==> src/rtl/glycemic_index_calculator.sv <==
// Squares an 8-bit glucose sample with an 8-cycle shift-add multiplier and
// publishes the top nibble of the 16-bit product once every 10 cycles.
module glycemic_index_calculator (
    input  logic       clk,
    input  logic       reset,
    input  logic [7:0] bloodSensor,
    output logic [3:0] glycemicIndex,
    output logic       indexValid
);

    typedef enum logic [1:0] {
        CAPTURE = 2'd0,
        MUL     = 2'd1,
        UPDATE  = 2'd2
    } state_t;

    state_t      state;
    logic [7:0]  m;
    logic [7:0]  q;
    logic [15:0] p;
    logic [2:0]  cnt;

    function automatic logic [15:0] partial_product(input logic [7:0] mc, input logic [2:0] k);
        return {8'd0, mc} << k;
    endfunction

    // Index is a plain truncation; 255^2 = 0xFE01 keeps it within 0..15.
    function automatic logic [3:0] truncate_index(input logic [15:0] prod);
        return prod[15:12];
    endfunction

    always_ff @(posedge clk) begin
        if (reset) begin
            state         <= CAPTURE;
            m             <= 8'd0;
            q             <= 8'd0;
            p             <= 16'd0;
            cnt           <= 3'd0;
            glycemicIndex <= 4'd0;
            indexValid    <= 1'b0;
        end else begin
            indexValid <= 1'b0;
            case (state)
                CAPTURE: begin
                    m     <= bloodSensor;
                    q     <= bloodSensor;
                    p     <= 16'd0;
                    cnt   <= 3'd0;
                    state <= MUL;
                end
                MUL: begin
                    if (q[0]) begin
                        p <= p + partial_product(m, cnt);
                    end
                    q   <= q >> 1;
                    cnt <= cnt + 3'd1;
                    if (cnt == 3'd7) begin
                        state <= UPDATE;
                    end
                end
                UPDATE: begin
                    glycemicIndex <= truncate_index(p);
                    indexValid    <= 1'b1;
                    state         <= CAPTURE;
                end
                default: begin
                    state <= CAPTURE;
                end
            endcase
        end
    end

endmodule

==> config.mk <==
export PLATFORM = sky130hd
export DESIGN_NAME = glycemic_index_calculator
export DESIGN_NICKNAME = d
export VERILOG_FILES = /design/src/rtl/glycemic_index_calculator.sv
export SDC_FILE = /design/constraint.sdc
export NUM_CORES = 1
export LEC_CHECK = 0
export CORE_ASPECT_RATIO = 0.7
export CORE_MARGIN = 3
export CORE_UTILIZATION = 32
export DETAILED_ROUTE_END_ITERATION = 10
export DONT_BUFFER_PORTS = 1
export GPL_ROUTABILITY_DRIVEN = 0
export GPL_TIMING_DRIVEN = 0
export PLACE_DENSITY = 0.47
export SLEW_MARGIN = 5
export SYNTH_ARGS = -nofsm -noshare
export SYNTH_HDL_FRONTEND = slang
export SYNTH_SLANG_ARGS = --single-unit
==> constraint.sdc <==
create_clock -name clk -period 3.2 [get_ports clk]
set_input_delay 0.64 -clock clk [delete_from_list [all_inputs] [get_ports clk]]
set_output_delay 0.64 -clock clk [all_outputs]
set_load 0.02 [all_outputs]
## Yosys cells after proc, flatten, opt, wreduce, memory -nomap -nowiden

Cells that the tools add are included.

| cells by class | value |
|---|---|
| add/sub/neg operators | 2 |
| $mul | 0 |
| div/mod/pow operators | 0 |
| $lt $le $gt $ge | 0 |
| equality and inequality tests | 5 |
| shift operators | 1 |
| mux-type cells | 7 |
| bitwise operators | 0 |
| reduce and logical (&&, ||, !) cells | 3 |

Operators with widths:

| kind | number |
|---|---|
| $pmux 16 s2 | 1 |
| $add 16x16->16 | 1 |
| $mux 16 | 1 |
| $pmux 8 s2 | 1 |
| $shl 8x3->16 | 1 |
| $pmux 3 s2 | 1 |
| $ne 2x2->1 const B | 2 |
| $pmux 2 s2 | 1 |
| $add 3x1->3 const B | 1 |
| $eq 3x3->1 const B | 1 |
| $eq 2x1->1 const B | 1 |
| $eq 2x2->1 const B | 1 |
| $logic_not 2->1 | 1 |
| $mux 2 | 1 |
| $reduce_and 2->1 | 1 |
| $reduce_bool 2->1 | 1 |
| $mux 1 | 1 |

| word-level totals | value |
|---|---|
| register bits | 42 |
| latch bits | 0 |
| memory bits (writable) | 0 |
| bits in read-only memories | 0 |
| bits of input ports | 10 |
| logic and storage cells | 25 |
| memories | 0 |

## Longest topological paths before layout

Gate-level depths: netlist of the first run.

| depth | value |
|---|---|
| depth in word-level cells | 4 |
| gate-level depth with buffers | 13 |
| gate-level depth less buffers | 12 |

## Worst setup path after synthesis of the first run

OpenSTA, ideal clock, no wires.

| timing path | value |
|---|---|
| path kind | reg-to-reg |
| start point | reg cnt[0] |
| end point | reg p[14] |
| library setup time | 120 ps |
| data arrival time | 2587 ps |
| data required time | 3080 ps |
| path slack | 493 ps |
| cell stages (with the launch flop) | 14 |
| clock period less this slack | 2707 ps |
| cell sequence | dfxtp_1 clkbuf_1 clkbuf_1 nand2b_1 nor3_1 ha_1 inv_1 fa_1 nor2b_1 o211ai_1 a31o_2 a31oi_1 o221ai_2 o31a_1 |

| on the way | value |
|---|---|
| word-level cells in the longest chain between the ends | 4 |

Ends and longest elaborated chain:

| item | line | RTL |
|---|---|---|
| start, declared | 21 | `logic [2:0] cnt;` |
| start signal, assigned | 56 | `cnt <= cnt + 3'd1;` |
| $shl 8x3->16 | 24 | `return {8'd0, mc} << k;` |
| $add 16x16->16 | 53 | `p <= p + partial_product(m, cnt);` |
| $mux 16 | 52 | `if (q[0]) begin` |
| $pmux 16 s2 | 43 | `case (state)` |
| end signal, assigned | 53 |  |
| end, declared | 20 | `logic [15:0] p;` |

No other way between the ends. The select of a mux whose other input is x is not followed.
A chain may end at the register's enable or synchronous reset.

## Final worst setup path of the first run

| timing path | value |
|---|---|
| start point | reg cnt[0] |
| end point | reg p[10] |

Same word-level chain as after synthesis.

==> key figures, run 1 <==
Global routing
  • Largest net degree at the start of global routing: 14
  • Vias in the first global route: between 2000 and 2500
  • GRT Total Usage: 16.1%
  • First-pass GRT wire length: 11700 um
  • GR Overflow Total: 0
  • Initial antenna violation count: 0

Placement
  • DPL Wire Length: 5150 um
  • Pre-CTS setup slack: -36.1 ps
  • IO Port Bufs: 0
  • DP Area: around 0.0028 mm^2

Yosys
  • Yosys warning count: 0
  • Post-synth top area share: 31.6%
  • Largest cells by area after synthesis: dfxtp_1 (32%), ha_1 (8.0%), mux2i_1 (7.2%), a21oi_1 (6.0%), nand2_1 (5.6%)
  • Cell variety after synth: 48
  • Post-synth EDFFs: 0
  • Register bit total from synthesis: 42
  • Register area share after synthesis: a little under a third
  • Main synth FF type: dfxtp_1
  • Synthesized area per cell: 8.00 um^2
  • Cells after Synth: 332
  • Largest area contributor in the netlist: dfxtp_1
  • Netlist Area Pre-Place: 0.00266 mm^2
  • Post-synthesis async set-or-reset flop share: 0%
  • Synthesized Nets: 360

Floorplan
  • Die area: around 0.0095 mm^2
  • Die width: approximately 110 um
  • Die Span Y: just over 80 um
  • Rows: 27
  • # IOs: 15
  • Initial Util: approximately a third
  • Core Box Area: around 0.0080 mm^2

Critical path
  • Crit Path Max Fanout: 10
  • Reg-to-reg startpoint: cnt[0]
  • Setup crit end kind: flip-flop
  • CP startpoint: cnt[0]
  • CP Launch Type: flip-flop
  • Worst EP arrival: 3130 ps
  • Critical path type: reg -> reg
  • Worst path required time: 3370 ps

Detailed routing
  • Routed WL: slightly below 7000 um
  • WL met1: about 3900 um
  • Initial DRT Pass Iterations: 5
  • Met2 WL: ~2600 um
  • ANT nets after route: 0
  • Detailed-route via count: 2244
  • DR iter-0 viols: 130
  • Top sig layer: met4
  • DRC viols: 0
  • Via density: a little over 5
  • WL met3: 317 um
  • Routed WL per cell: 15.6 um

Timing
  • Hold_ws: 463 ps
  • Setup WS post-layout: 241 ps
  • Max-slew headroom: 59.0%
  • Crit share post-route: 92.5%
  • Setup TNS: 0 ps
  • Unrepaired setup endpoints after global routing: no
  • Finish-stage setup viols: 0
  • Post-Route Skew: ~5.0 ps
  • Worst-margin pin slew: 615 ps
  • Final Critical Period: 2960 ps
  • Slew Viols, Final: 0
  • Fmax: about 340 MHz
  • Final hold vios: 0

Power
  • Worst VDD drop: 0.260 mV
  • Power Density: 426 mW/mm^2
  • Pwr Total: 1.26 mW
  • Lkg Pwr: between 1 and 1.5 nW

Clocking
  • Clock edge transition at the registers on the reported setup and hold paths: 60 ps
  • Hold_buf cts: 0
  • H-tree depth: 2
  • Clock tree sinks: 42
  • CTS max path bufs: 2
  • Clk root buf: clkbuf_16
  • Num CTS Buffers: 5
  • CTS tree: built
  • Setup repair bufs after CTS: 0
  • Clk Latency, worst-skew pair: 290 ps

Final layout
  • Fill count: 838
  • Layout Area Growth over Synthesis: 11.3%
  • Design area: 0.00296 mm^2
  • Share of layout cells above drive strength 1: 9.73%
  • Final net count: 366
  • Ant diodes: 0

Hold path
  • HP Class: reg -> reg
  • Hold path startpoint: q[7]

Status
  • Outcome: complete, no violations

Run
  • Max Cap Viol: 0
[registers in the layout (all words and copies together), names as in the netlist]
register,flops
p,16
state,2
m,8
cnt,3
glycemicIndex,4
indexValid,1
q,8
[worst paths after layout]
path | end | slack (ps) | cells past startpoint
setup / recovery | p[10] | 240 | 13
hold / removal | q[7] | 460 | 2
setup reg to reg | p[10] | 240 | 13
hold reg to reg | q[7] | 460 | 2
[synth_stat cells, types with 2 or more instances]
| library cell | instances |
|---|---|
| a211oi_1 | 5 |
| a21oi_1 | 32 |
| a22oi_1 | 5 |
| and2_1 | 2 |
| buf_2 | 4 |
| clkbuf_1 | 15 |
| dfxtp_1 | 42 |
| ha_1 | 17 |
| inv_1 | 7 |
| mux2_2 | 6 |
| mux2i_1 | 19 |
| nand2_1 | 40 |
| nand2b_1 | 4 |
| nand3_1 | 3 |
| nand4_1 | 2 |
| nor2_1 | 37 |
| nor2b_1 | 6 |
| nor3_1 | 6 |
| o211ai_1 | 2 |
| o21a_1 | 3 |
| o21ai_0 | 28 |
| o22ai_1 | 5 |
| o31a_1 | 3 |
| o31ai_1 | 2 |
| or3_1 | 4 |
| xnor2_1 | 8 |
| xor2_1 | 4 |
[through the flow]
step,cells,utilization (%)
after floorplan,332,-
after CTS,441,37.1
after detailed placement,433,34.9
after global placement,433,34.9
after global routing,440,37.1
final,440,37.1
[worst max-delay path: stages, from the launching register on]
cell and delay (ps):
dfxtp_1 310, clkbuf_2 170, clkbuf_2 210, nand2b_1 210, nor3_2 150, ha_1 200
inv_1 50, fa_1 380, nor2b_1 210, o211ai_1 130, a31o_2 290, nand2_1 140
a21oi_1 100, mux2_2 270
[layout by cell type (no fill, tap or decap), types with 2 or more instances in the layout]
cell type / Yosys / layout
nor2_1: 37 / 37
nand3_1: 3 / 3
mux2i_1: 19 / 19
nand4_1: 2 / 2
nand2_1: 40 / 40
dfxtp_1: 42 / 42
mux2_2: 6 / 6
and2_1: 2 / 2
clkbuf_1: 15 / 14
o31a_1: 3 / 3
o31ai_1: 2 / 2
or3_1: 4 / 4
nor3_1: 6 / 5
clkbuf_2: 1 / 3
buf_2: 4 / 3
o21a_1: 3 / 3
o211ai_1: 2 / 2
inv_1: 7 / 7
xnor2_1: 8 / 8
a21oi_1: 32 / 32
ha_1: 17 / 17
nand2b_1: 4 / 4
a211oi_1: 5 / 5
nor3_2: 1 / 2
a22oi_1: 5 / 5
clkbuf_16: 0 / 5
o22ai_1: 5 / 5
nor2b_1: 6 / 6
o21ai_0: 28 / 28
xor2_1: 4 / 4
[where the power goes]
group / total, mW / internal [mW] / switching (mW) / leakage, nW
registers: 0.549 / 0.538 / 0.0107 / 0.342
logic: 0.129 / 0.0489 / 0.0796 / 0.697
clock network: 0.583 / 0.369 / 0.214 / 0.0771
[per-layer routing]
metal  up-vias  GRT usage (%)
met5         -              0
met2        24           22.1
met4         0           3.87
met3         2           3.71
met1      1037           24.7
li1       1181              -
[final cells by class]
cell class | count | area, um^2 | share of cell area (%)
well taps | 101 | 126 | 4.27
clock buffers | 6 | 129 | 4.36
inverters | 8 | 30.0 | 1.01
flip-flops and latches | 42 | 841 | 28.4
plain buffers | 21 | 97.6 | 3.30
clock inverters | 2 | 37.5 | 1.27
multi-input cells | 260 | 1700 | 57.4
[timing repair]
action / in CTS / in global routing
endpoints found under the hold margin: 0 / 0
resized for setup: 1 / 5
setup endpoints to repair: 1 / 7
[kinds of logic after synthesis]
kind of cell / Yosys count / share of synthesized area [%]
XOR/XNOR: 12 / 3.95
AND/OR/NAND/NOR: 110 / 18.6
buffers and inverters: 30 / 4.90
multiplexers: 25 / 9.70
flip-flops: 42 / 31.6
adder cells (fa/ha/maj): 18 / 8.76
AO/OA/AOI/OAI: 95 / 22.5
No activity file was read; power rests on OpenSTA's default activity.
==> run 2, diff against run 1 <==
--- a/config.mk
+++ b/config.mk
@@ -7,5 +7,4 @@
 export LEC_CHECK = 0
 export CORE_ASPECT_RATIO = 0.7
-export CORE_MARGIN = 3
 export CORE_UTILIZATION = 32
 export DETAILED_ROUTE_END_ITERATION = 10
==> constraint.sdc (replaced) <==
create_clock -name clk -period 3.2 [get_ports clk]
set_input_delay 0.64 -clock clk [delete_from_list [all_inputs] [get_ports clk]]
set_output_delay 0.64 -clock clk [all_outputs]
set_load 0.1 [all_outputs]
==> run 2 against run 1 <==
Sequential share of layout area decreased by 0.14 points. Critical endpoint unchanged. Final area increased by 0.51%. Flip-flop and latch count unchanged. Core utilization increased by 0.35 points. First-iteration DRC count decreased by 43%. Cell count increased by 0.45%. Combinational power about the same.
==> key figures, run 2 (synthesized netlist as in run 1, its figures left out) <==
Timing
  • Setup WS post-layout: 209 ps (-32.4 ps)
  • Finish-stage setup viols: 0 (unchanged)
  • Final Critical Period: 2990 ps (+32.4 ps)
  • Crit share post-route: 93.5% (+1.0 points)
  • Max-slew headroom: 35.2% (-24 points)
  • Slew Viols, Final: 0 (unchanged)
  • Post-Route Skew: 7.48 ps (+2.53 ps)
  • Worst-margin pin slew: 971 ps (+356 ps)
  • Fmax: 334 MHz (-1.1%)
  • Unrepaired setup endpoints after global routing: no
  • Final hold vios: 0 (unchanged)

Floorplan
  • Die area: 0.00868 mm^2 (-8.2%)
  • Die width: 111 um (-3.5%)
  • Core Box Area: 0.00794 mm^2 (-0.42%)
  • Initial Util: 33.5% (+0.14 points)
  • Die Span Y: 78.2 um (-4.9%)
  • # IOs: 15 (unchanged)
  • Rows: 27 (unchanged)

Critical path
  • Critical path type: reg -> reg
  • Crit path largest cell delay: 400 ps (+20 ps)
  • Top delay family on crit path: compound AO/OA/AOI/OAI gates
  • Worst-case reg-to-reg path depth: 11 (-2)
  • Worst EP arrival: 3170 ps (+40 ps)
  • Setup crit end kind: flip-flop
  • CP dominant cell by count: mux2_2
  • Worst path required time: 3370 ps (about the same)
  • Buf/Inv on CP: 2 (-1)
  • CP Cell Sequence: buf_2 > clkbuf_4 > mux2i_1 > mux2_2 > o22ai_1 > ha_2 > a21oi_4 > a31o_2 > nand2_1 > a21oi_1 > mux2_2
  • Slowest stage cell, crit path: ha_2
  • Crit Path Max Fanout: 10 (unchanged)
  • CP Depth: 11 (-2)
  • CP Launch Type: flip-flop

Clocking
  • Num CTS Buffers: 5 (unchanged)
  • CTS tree: built
  • H-tree depth: 2 (unchanged)
  • Clk root buf: clkbuf_16
  • Clk Latency, worst-skew pair: 290 ps (about the same)
  • Clock tree sinks: 42 (unchanged)
  • Clock edge transition at the registers on the reported setup and hold paths: 70 ps (about the same)
  • CTS max path bufs: 2 (unchanged)
  • Hold_buf cts: 0 (unchanged)

Power
  • Power Density: 410 mW/mm^2 (-3.6%)
  • Psw: 0.319 mW (+4.7%)
  • Internal Dissipation: 0.902 mW (-5.7%)
  • Combinational fraction of design power: 10.6% (+0.4 points)
  • Worst VDD drop: 0.190 mV (-27%)
  • Switching Fraction: 26.1% (+2.0 points)
  • Lkg Pwr: 1.12 nW (+0.14%)
  • Pwr Total: 1.22 mW (-3.2%)
  • Sequential share of power: 45.0% (+1.4 points)
  • Clock network fraction of design power: 44.4% (-1.8 points)

Detailed routing
  • ANT nets after route: 0 (unchanged)
  • DR iter-0 viols: 74 (-43%)
  • Via density: 5.20 (+1.9%)
  • Routed WL per cell: 15.5 um (-0.82%)
  • Initial DRT Pass Iterations: 4 (-1)
  • Detailed-route via count: 2297 (+2.4%)
  • DRC viols: 0 (unchanged)
  • Routed WL: 6830 um (-0.36%)

Hold path
  • Worst hold path stage count: 2 (unchanged)
  • HP Class: reg -> reg

Placement
  • IO Port Bufs: 0 (unchanged)
  • Pre-CTS setup slack: -30.9 ps (+5.22 ps)
  • DPL Wire Length: 5160 um (+0.10%)
  • DP Area: 0.00278 mm^2 (unchanged)

Final layout
  • Design area: 0.00297 mm^2 (+0.51%)
  • Biggest regs: p x16, m x8, q x8
  • Max reg flops: 16 (unchanged)
  • Final net count: 368 (+0.55%)
  • Layout Area Growth over Synthesis: 11.9%
  • Share of layout cells above drive strength 1: 10.9% (+1.1 points)
  • Commonest non-fill, non-tap cell in the layout: dfxtp_1
  • Most flop-heavy register: p
  • Ant diodes: 0 (unchanged)
  • Most frequent cells in the layout: dfxtp_1 (42), nand2_1 (40), nor2_1 (37)

Run
  • Max Cap Viol: 0 (unchanged)

Global routing
  • First-pass GRT wire length: 11600 um (-1.4%)
  • GRT Total Usage: 16.6% (+0.57 points)
  • Initial antenna violation count: 0 (unchanged)
  • Vias in the first global route: 2288 (+3.7%)
  • Largest net degree at the start of global routing: 15 (+1)
  • GR Overflow Total: 0 (unchanged)

Status
  • Outcome: complete, no violations
-- run 2: power groups by stage --
stage	clock network (mW)	logic (mW)	registers, mW
6_report	0.542	0.130	0.549
5_1_grt	0.576	0.147	0.550
3_3_place_gp	0	0.127	0.560
4_1_cts	0.554	0.128	0.549
3_5_place_dp	0	0.128	0.561
2_1_floorplan	0	0.0983	0.557
-- run 2: stage by stage --
stage                     TNS, ps  utilization (%)  hold slack [ps]  cells
after detailed placement    -30.9             35.1              460    433
after global routing            0             37.5              482    442
final                           0             37.5              465    442
after floorplan                 0                -              432    332
after global placement      -8.42             35.1              446    433
after CTS                       0             37.1              470    441
-- run 2: worst reg2reg max path: cells and delay by family (launching register included) --
family          cells  cell delay, ps
buf+inv             2             410
flops               1             340
fa+ha+maj           1             400
mux                 3             760
compound gates      4             870
simple gates        1             110
-- run 2: final timing paths --
| check | slack (ps) | to | from |
|---|---|---|---|
| hold reg to reg | 460 | p[8] | p[8] |
| setup / recovery | 210 | p[10] | cnt[1] |
| hold / removal | 460 | p[8] | p[8] |
| setup reg to reg | 210 | p[10] | cnt[1] |
-- run 2: what timing repair did --
action                     4_1_cts  5_1_grt
setup buffers                    0        1
resized for setup                1        8
setup endpoints to repair        1        6
gates cloned                     0        0
-- run 2: layout make-up --
class                   instances  area (um^2)
flip-flops and latches         42          841
clock buffers                   6          139
well taps                     101          126
repair buffers                  1         7.51
inverters                       8         30.0
multi-input cells             260         1710
clock inverters                 2         16.3
fillers                       848         4960
plain buffers                  22          104
-- run 2: per-layer routing --
metal	vias to the layer above	routed length (um)	GRT usage, %
li1	1183	-	-
met1	1062	3780	24.9
met2	45	2680	24.7
met3	7	317	2.63
met4	0	62	4.00
met5	-	0	0
==> run 3, diff against run 2 <==
- clock period: 3.2 -> 2.9 ns (I/O delays scaled with it)
==> run 3 against run 2 <==
Sequential share of layout area fell by 0.78 points. Sequential power rose by 11%. Total power rose by 11%. Combinational power rose by 15%. Global-route usage barely moved. Count of clock-buffer cells in the layout did not move.
==> key figures, run 3 (synthesized netlist as in run 1, its figures left out) <==
Detailed routing
  • Via density: 5.21 (+0.17%)
  • Initial DRT Pass Iterations: 4 (unchanged)
  • Detailed-route via count: 2301 (+0.17%)
  • DRC viols: 0 (unchanged)
  • Routed WL: 6900 um (+1.0%)
  • DR iter-0 viols: 85 (+15%)
  • Routed WL per cell: 15.6 um (+1.0%)
  • ANT nets after route: 0 (unchanged)

Global routing
  • GR Overflow Total: 0 (unchanged)
  • Initial antenna violation count: 0 (unchanged)
  • Vias in the first global route: 2288 (unchanged)
  • GRT Total Usage: 16.6% (+0.017 points)
  • Largest net degree at the start of global routing: 15 (unchanged)
  • First-pass GRT wire length: 11600 um (+0.18%)

Clocking
  • Clock tree sinks: 42 (unchanged)
  • CTS tree: built
  • Num CTS Buffers: 5 (unchanged)
  • H-tree depth: 2 (unchanged)
  • Clock edge transition at the registers on the reported setup and hold paths: 70 ps (about the same)
  • Clk root buf: clkbuf_16
  • Clk Latency, worst-skew pair: 290 ps (about the same)
  • CTS max path bufs: 2 (unchanged)

Floorplan
  • Core Box Area: 0.00794 mm^2 (unchanged)
  • Die area: 0.00868 mm^2 (unchanged)
  • Die width: 111 um (unchanged)
  • Initial Util: 33.5% (unchanged)
  • Rows: 27 (unchanged)
  • Die Span Y: 78.2 um (unchanged)
  • # IOs: 15 (unchanged)

Final layout
  • Ant diodes: 0 (unchanged)
  • Most flop-heavy register: p
  • Most frequent cells in the layout: dfxtp_1 (40), nand2_1 (39), nor2_1 (37)
  • Design area: 0.00307 mm^2 (+3.2%)
  • Fill count: 834 (-1.7%)
  • Share of layout cells above drive strength 1: 14.7% (+3.8 points)
  • Commonest non-fill, non-tap cell in the layout: dfxtp_1
  • Final net count: 368 (unchanged)
  • Final core utilization: 38.6% (+1.2 points)
  • Biggest regs: p x16, m x8, q x8
  • Max reg flops: 16 (unchanged)
  • Layout Area Growth over Synthesis: 15.4%

Power
  • Worst VDD drop: 0.209 mV (+10%)
  • Lkg Pwr: 1.13 nW (+0.71%)
  • Power Density: 441 mW/mm^2 (+7.6%)
  • Pwr Total: 1.35 mW (+11%)

Placement
  • IO Port Bufs: 0 (unchanged)
  • DP Area: 0.00278 mm^2 (unchanged)
  • DPL Wire Length: 5160 um (unchanged)

Timing
  • Final hold vios: 0 (unchanged)
  • Max-slew headroom: 35.2% (about the same)
  • Post-Route Skew: 7.88 ps (+0.396 ps)
  • Slew Viols, Final: 0 (unchanged)
  • Fmax: 363 MHz (+8.4%)
  • Final Critical Period: 2760 ps (-233 ps)
  • Crit share post-route: 95.1% (+1.6 points)
  • Setup TNS: 0 ps (unchanged)
  • Worst-margin pin slew: 970 ps (-0.523 ps)
  • Finish-stage setup viols: 0 (unchanged)

Critical path
  • R2R Path End: p[13]
  • Worst EP arrival: 2940 ps (-230 ps)
  • Critical path type: reg -> reg
  • Worst path required time: 3080 ps (-290 ps)
  • CP Launch Type: flip-flop
  • Setup crit end kind: flip-flop
  • Worst-case reg-to-reg path depth: 11 (unchanged)
  • Crit Path Max Fanout: 5 (-5)
  • R2R Setup Slk: 140 ps (-70 ps)
  • CP startpoint: cnt[1]
  • Reg-to-reg startpoint: cnt[1]

Status
  • Outcome: complete, no violations

Hold path
  • HP Class: in -> reg
  • Worst hold path stage count: 2 (unchanged)
  • Hold path startpoint: bloodSensor[0]
  • Worst hold endpoint: m[0]

Run
  • Max Cap Viol: 0 (unchanged)
## run 3: cell types whose count changed in the layout (fill, tap and decap cells not counted), sizes merged
| cell | previous run | this run |
|---|---|---|
| buf | 7 | 8 |
| clkbuf | 22 | 21 |
## run 3: worst max-delay path, cell delays in order, from the launching register on
cell     delay [ps]
dfxtp_2         340
buf_6           120
mux2_2          340
o21ai_0         310
mux2i_1         160
ha_1            410
nand2_1         100
o21a_1          200
or2_2           300
o31ai_2          90
mux2i_1         210
nand2_1          60
## run 3: metrics by stage
step	hold WS, ps	setup slack (ps)	instances
after global routing	422	-15.4	442
after floorplan	432	193	332
after global placement	446	-308	433
final	418	142	442
after detailed placement	460	-331	433
after CTS	417	2.28	442
## run 3: repair_timing
action / 4_1_cts / 5_1_grt
gates resized for setup: 8 / 20
endpoints found under the setup margin: 7 / 9
hold buffers: 0 / 0
setup buffers: 2 / 0
pin swaps: 0 / 3
## run 3: worst max-delay path by stage
| stage | slack, ps | cells past startpoint | to |
|---|---|---|---|
| 5_1_grt | -20 | 11 | p[13] |
| 3_5_place_dp | -330 | 13 | p[14] |
| 3_3_place_gp | -310 | 13 | p[14] |
| 2_1_floorplan | 190 | 13 | p[14] |
| 4_1_cts | 2 | 12 | p[10] |
| 6_report | 140 | 11 | p[13] |
## run 3: area by class of cell
type	instances	area (um^2)	area share [%]
timing repair buffer	2	15.0	0.489
clock buffer	6	139	4.53
sequential	42	843	27.5
clock inverter	2	16.3	0.530
buffer	21	116	3.79
tap	101	126	4.12
inverter	8	30.0	0.979
multi-input combinational	260	1780	58.1
## run 3: power breakdown
part           leakage [nW]  switching, mW  internal (mW)
clock                0.0735          0.251          0.346
sequential            0.343         0.0140          0.594
combinational         0.709         0.0891         0.0599
total                  1.13          0.354           1.00
## run 3: layer usage
metal	wire (um)	share of wire, %	up-vias	track usage, %
met5	0	0	-	0
met1	3800	55	1081	24.9
met3	279	4.0	5	2.63
met4	51	0.74	0	4.00
met2	2770	40	32	24.7
li1	-	-	1183	-
